===== src/rtl/noise_arbiter.sv =====
// noise_arbiter: round-robin arbiter sharing one LFSR noise source among NUM_REQ requesters.
// Optional NOISE_ARB_PRIO0_EN gives requester 0 fixed priority over the round-robin group.
module noise_arbiter #(
  parameter int NUM_REQ = 4,
  parameter int WORD_W = 8,
  parameter int LFSR_W = 16,
  parameter logic [LFSR_W-1:0] SEED = 16'hFFFF
) (
  input  logic                       clk_in,
  input  logic                       rst_n_in,
  input  logic [NUM_REQ-1:0]         req_in,
  output logic [NUM_REQ-1:0]         ack_out,
  output logic                       valid_out,
  output logic [WORD_W-1:0]          word_out,
  output logic [$clog2(NUM_REQ)-1:0] word_id_out,
  input  logic                       seed_valid_in,
  input  logic [LFSR_W-1:0]          seed_in,
  output logic                       busy_out
);
  localparam int IW = $clog2(NUM_REQ);
  localparam int CW = $clog2(WORD_W + 1);
  typedef enum logic [1:0] {IDLE, FILL, DELIVER} state_t;
  state_t r_state, w_state_nxt;
  logic [LFSR_W-1:0] r_lfsr, w_lfsr_step;
  logic [CW-1:0] r_cnt;
  logic [IW-1:0] r_rr_ptr, r_gidx, r_word_id, w_pick;
  logic [IW:0] w_idx;
  logic [WORD_W-1:0] r_word;
  logic [NUM_REQ-1:0] w_req;
  logic w_found, w_grant, w_last;
  assign w_lfsr_step = {r_lfsr[LFSR_W-2:0],
                        r_lfsr[LFSR_W-1] ^ r_lfsr[LFSR_W-3] ^ r_lfsr[LFSR_W-4] ^ r_lfsr[LFSR_W-6]};
  assign w_grant = r_state == IDLE && !seed_valid_in && w_found;
  assign w_last = r_state == FILL && r_cnt == CW'(WORD_W - 1);
  assign word_out = r_word;
  assign word_id_out = r_word_id;
  // First set request at or above rr_ptr, wrapping modulo NUM_REQ
  always_comb begin
    w_pick = '0;
    w_found = 1'b0;
    w_idx = '0;
`ifdef NOISE_ARB_PRIO0_EN
    w_req = {req_in[NUM_REQ-1:1], 1'b0};
`else
    w_req = req_in;
`endif
    for (int k = 0; k < NUM_REQ; k++) begin
      w_idx = {1'b0, r_rr_ptr} + (IW+1)'(k);
      w_idx = (w_idx >= (IW+1)'(NUM_REQ)) ? w_idx - (IW+1)'(NUM_REQ) : w_idx;
      if (!w_found && w_req[w_idx[IW-1:0]]) begin
        w_found = 1'b1;
        w_pick = w_idx[IW-1:0];
      end
    end
`ifdef NOISE_ARB_PRIO0_EN
    if (req_in[0]) begin
      w_found = 1'b1;
      w_pick = '0;
    end
`endif
  end
  always_comb begin
    w_state_nxt = r_state;
    valid_out = r_state == DELIVER;
    busy_out = r_state != IDLE;
    ack_out = valid_out ? NUM_REQ'(1) << r_gidx : '0;
    if (w_grant) w_state_nxt = FILL;
    else if (w_last) w_state_nxt = DELIVER;
    else if (r_state == DELIVER) w_state_nxt = IDLE;
  end
  always_ff @(posedge clk_in or negedge rst_n_in) begin
    if (!rst_n_in) begin
      r_state <= IDLE;
      r_lfsr <= SEED;
      r_cnt <= '0;
      r_rr_ptr <= '0;
      r_gidx <= '0;
      r_word <= '0;
      r_word_id <= '0;
    end else begin
      r_state <= w_state_nxt;
      if (r_state == IDLE && seed_valid_in) r_lfsr <= (seed_in == '0) ? SEED : seed_in;
      else if (r_state == FILL) r_lfsr <= w_lfsr_step;
      r_cnt <= (r_state == FILL) ? r_cnt + 1'b1 : '0;
      if (w_grant) r_gidx <= w_pick;
      // Capture the word on the final step so it is stable throughout DELIVER and after
      if (w_last) begin
        r_word <= w_lfsr_step[WORD_W-1:0];
        r_word_id <= r_gidx;
      end
`ifdef NOISE_ARB_PRIO0_EN
      if (r_state == DELIVER && r_gidx != '0)
`else
      if (r_state == DELIVER)
`endif
        r_rr_ptr <= (r_gidx == IW'(NUM_REQ - 1)) ? '0 : r_gidx + 1'b1;
    end
  end
endmodule


===== config.mk =====
export PLATFORM = sky130hd
export DESIGN_NAME = noise_arbiter
export DESIGN_NICKNAME = d
export VERILOG_FILES = /design/src/rtl/noise_arbiter.sv
export SDC_FILE = /design/constraint.sdc
export NUM_CORES = 1
export LEC_CHECK = 0
export ABC_AREA = 0
export ABC_CLOCK_PERIOD_IN_PS = 3600
export BUFFER_PORTS_ARGS = -buffer_cell sky130_fd_sc_hd__buf_2
export CAP_MARGIN = 20
export CORE_MARGIN = 1
export CORE_UTILIZATION = 30
export CTS_BUF_LIST = sky130_fd_sc_hd__clkbuf_8
export DETAILED_ROUTE_END_ITERATION = 16
export PLACE_DENSITY = 0.6
export SLEW_MARGIN = 30
export SYNTH_ARGS = -nofsm -noshare
export SYNTH_HDL_FRONTEND = slang
export SYNTH_SLANG_ARGS = --single-unit
export TNS_END_PERCENT = 50

===== constraint.sdc =====
create_clock -name clk_in -period 3.6 [get_ports clk_in]
set_input_delay 0.9 -clock clk_in [delete_from_list [all_inputs] [get_ports clk_in]]
set_output_delay 0.9 -clock clk_in [all_outputs]
set_load 0.02 [all_outputs]

# [Word level (Yosys, flattened, before mapping)]
# Index checks and enable logic that the tools add are counted.
[word_totals] reg_bits=36 in_bits=23 output_inout_bits=16 word_cells=77
[classes] add_sub_neg=9 order_cmp=8 eq_ne=4 shifts=1 n_mux=29 bitwise_logic=3 n_reduce_logical=16
[op_table] op="2-to-1 mux 16 bit" n=3
[op_table] op="2-to-1 mux 2 bit" n=12
[op_table] op="zero test 16 bit" n=1
[op_table] op="< comparator 2 x 3 -> 1 bit (second input constant)" n=4
[op_table] op="greater-or-equal comparator 3 bit (second input constant)" n=3
[op_table] op="binary-select mux 1 bit (select 2 bit)" n=4
[op_table] op="2-to-1 mux 1 bit" n=8
[op_table] op="2-to-1 mux 4 bit" n=2
[op_table] op="subtractor 2 x 1 -> 2 bit (second input constant)" n=4
[op_table] op="logical AND 1 bit" n=7
[op_table] op="adder 2 x 2 -> 3 bit (second input constant)" n=2
[op_table] op="adder 4 x 1 -> 4 bit (second input constant)" n=1
[op_table] op="equality test 2 bit (second input constant)" n=2
[op_table] op="equality test 4 x 3 -> 1 bit (second input constant)" n=1
[op_table] op="zero test 1 bit" n=4
[op_table] op="nonzero test 2 bit" n=2
[op_table] op="left shift 1 x 2 -> 4 bit (first input constant)" n=1
[op_table] op="adder 2 x 1 -> 3 bit (second input constant)" n=1
[op_table] op="greater-or-equal comparator 2 x 3 -> 1 bit (second input constant)" n=1
[op_table] op="nonzero test 3 bit" n=1
[op_table] op="XOR 1 bit" n=3
[op_table] op="adder 2 x 1 -> 2 bit (second input constant)" n=1
[op_table] op="equality test 2 x 1 -> 1 bit (second input constant)" n=1
[op_table] op="zero test 2 bit" n=1

# [Depth between registers and ports, before layout]
[depth] depth_word=16 depth_mapped=6 mapped_depth_nobuf=4

# [Least setup slack after synthesis]
# OpenSTA, ideal clock, no wires.
[synth_timing] path_type="reg-to-output" from="register r_state[0]" to="output port ack_out[0]" t_arrival_ps=1268 required_ps=2700 slack_ps=1432 path_stages_with_launch=4 path_buffers=1 cell_sequence="dfrtp_1 -> and2b_2 -> clkbuf_1 -> and2_1"
[synth_via] elab_chain_cells=2
[synth_lines] item="from (decl)" line="23" source="state_t r_state, w_state_nxt;"
[synth_lines] item="from (signal assigned)" line="81" source="r_state <= w_state_nxt;"
[synth_lines] item="equality test 2 bit" line="64" source="valid_out = r_state == DELIVER;"
[synth_lines] item="net valid_out" line="13" source="output logic valid_out,"
[synth_lines] item="2-to-1 mux 4 bit" line="66" source="ack_out = valid_out ? NUM_REQ'(1) << r_gidx : '0;"
[synth_lines] item="to (decl)" line="12" source="output logic [NUM_REQ-1:0] ack_out,"
# The timed path passes the listed nets, and every way through them passes these cells.

# [Worst setup path after layout]
[layout_timing] from="register r_state[0]" to="output port ack_out[0]"
[layout_via] elab_chain_cells=2
[layout_lines] item="equality test 2 bit" line="64"
[layout_lines] item="2-to-1 mux 4 bit" line="66"
# Every way passes these cells.

==> run_results.csv <==
group,metric,value,unit
run_status,status,"finished clean",
drt,drt_wl_total,3570,um
finish,syn2layout_area_growth,18.6,%
timing,tns,0,ns
hold_path,hp-class,"reg -> reg",
global_route,grt_pass1_vias,1350,
global_route,grt_pass1_wl,6140,um
drt,routedLengthMet1,1610,um
synth,synth_cell_types,37,
clock_tree,htreeDepth,2,
pwr,p_leak,0.989,nW
pwr,powerDensity,932,mW/mm^2
timing,hold_viol_final,0,
synth,yosysTopAreaCell,"dfrtp_1",
die,die_h,80.1,um
clock_tree,cts_sinks,36,
drt,route.met2.wl,1720,um
drt,drt-pass1-iter-count,4,
drt,top_layer,"met4",
job,max_cap_viol_count,0,
critical_path,cp-end-kind,"output port",
drt,wl_per_cell,13.2,um
timing,rsz0062_at_grt,"no",
finish,fin_cells,270,
synth,synth_fp_nets,184,
placed_design,port_buffers,38,
die,top_level_ports,39,
clock_tree,hold_buffers,0,
drt,drtIter0Drc,51,
synth,synth_cells,156,
global_route,grt_usage,0.125,
synth,synth_edf_count,0,
critical_path,start_kind,"register",
synth,netlist_top_cells_area,"dfrtp_1 (27%), dfstp_2 (23%), mux2_4 (6.6%), a22oi_1 (6.1%), o21ai_0 (4.9%)",
synth,async_flop_share,1.00,
critical_path,worstPathArrival,1.39,ns
timing,setup_ws,1.31,ns
clock_tree,cts_tree,"built",
synth,yosysTopAreaCellShare,0.273,
die,initial_core_util,0.309,
timing,worst_slew_pin_slew,0.793,ns
critical_path,crit_required,2.70,ns
drt,ant_nets,0,
pwr,p_total,2.02,mW
placed_design,post-place-ws,1.35,ns
finish,drive_gt1_frac,0.426,
global_route,grt_max_degree,37,
timing,setup_viol,0,
clock_tree,clk_pin_slew,0.07,ns
die,row_count,28,
synth,syn_area,0.00183,sq mm
critical_path,reg2regPathDepth,3,
placed_design,numPlacedInstances,262,
clock_tree,postCtsSetupBuffers,0,
timing,slew-limit-headroom,0.471,
finish,final_common_cell,"buf_2",
synth,synth_ff_type,"dfrtp_1",
synth,synth_seq_area_share,0.503,
die,die-area,0.00642,sq mm
timing,clock.fmax,437,MHz
drt,wl_met3,156,um
finish,seqCellArea,921,sq um
die,die_x,80.1,um
timing,period_share,0.636,
clock_tree,cts-buffers-inserted,5,
timing,layout_min_cycle_time,2.29,ns
drt,num_vias,1328,
timing,skew,0.00810,ns
drt,route.detailed.drc,0,
critical_path,cp_max_fo,7,
synth,yosys_warnings,0,
synth,ys_ff_latch,36,
placed_design,gp_congestion,0.757,
placed_design,place_area,0.00206,sq mm
drt,vias_per_cell,4.92,
clock_tree,clock_path_buffers,2,
finish,fillerInstances,613,
global_route,antenna_found_initial,0,
finish,final_cell_mix,"buf_2 (38), dfrtp_1 (20), o21ai_0 (18)",
clock_tree,cts_root_buffer,"clkbuf_8",
die,coreArea,0.00592,sq mm
global_route,gr-total-overflow,0,
finish,multi_input_area,837,sq um
clock_tree,ctsResizeCount,0,
critical_path,worst-setup-path-type,"reg -> out",
clock_tree,clk-insertion-delay-late,0.29,ns
finish,fin_nets,222,
timing,slew_viol_final,0,
hold_path,whs_path_depth,1,
synth,synth_area_per_cell,11.7,sq um
finish,stdcell_area,0.00217,sq mm
placed_design,dp.final_hpwl,2520,um
pwr,ir_worst_vdd,0.248,mV
finish,antennaDiodeCount,0,
==> stage by stage <==
step	util	hold slack, ns
4_1_cts	0.367	0.476
3_5_place_dp	0.348	0.457
2_1_floorplan	-	0.432
3_3_place_gp	0.348	0.454
5_1_grt	0.367	0.510
6_report	0.367	0.472
==> synth_stat cells, types with 2 or more instances <==
cell and n:
inv_1 5, dfstp_2 16, a22oi_1 15, xnor2_1 3
buf_2 2, nor2_1 5, xor2_1 2, a21oi_1 2
dfrtp_1 20, mux2i_1 2, nor4_1 4, nand2b_1 2
buf_6 3, and2_1 5, mux2_4 8, and2b_2 2
o21ai_0 18, mux2_2 4, ha_1 5, nand2_1 16
==> final timing paths <==
check / start / end / slack (ns)
hold reg to reg: r_cnt[0] / r_cnt[0] / 0.47
setup reg to reg: r_state[1] / word_out[7] / 1.71
setup / recovery: r_state[0] / ack_out[0] / 1.31
min in group asynchronous: rst_n_in / word_out[1] / 0.69
hold / removal: r_cnt[0] / r_cnt[0] / 0.47
max in group asynchronous: rst_n_in / word_id_out[1] / 2.40
==> critical path, cell delays in order, from the launching register on <==
cell	delay [ns]
dfrtp_1	0.49
and2b_2	0.30
and2_1	0.16
buf_2	0.15
==> per-layer routing <==
metal,global-route usage,up-vias
li1,-,634
met1,0.152,653
met2,0.204,32
met3,0.0341,9
met4,0.0589,0
met5,0,-
==> flip-flops by register name, summed over array words and instances, names as in the netlist <==
register and flops:
word_out 8, word_id_out 2, r_rr_ptr 2, r_lfsr 16
r_gidx 2, r_cnt 4, r_state 2
==> cell type report <==
type | instances | share of cell area
sequential | 36 | 0.424
timing repair buffer | 38 | 0.0876
clock inverter | 3 | 0.0196
tap | 75 | 0.0432
clock buffer | 5 | 0.0317
multi-input combinational | 108 | 0.385
inverter | 5 | 0.00864
==> power breakdown <==
part,leakage [nW],total [mW],internal [mW],switching (mW)
registers,0.408,0.839,0.679,0.160
logic,0.527,0.831,0.388,0.443
clock network,0.0541,0.354,0.205,0.149
total,0.989,2.02,1.27,0.752
==> kinds of logic after synthesis <==
kind of cell | count (synthesis) | synth area share
and+or+nand+nor | 42 | 0.141
muxes | 14 | 0.101
adders and majority gates | 5 | 0.0342
buffers and inverters | 12 | 0.0403
DFF | 36 | 0.503
AOI/OAI and AO/OA | 42 | 0.157
xor gates and xnor gates | 5 | 0.0239
No activity file was read; power rests on OpenSTA's default activity.
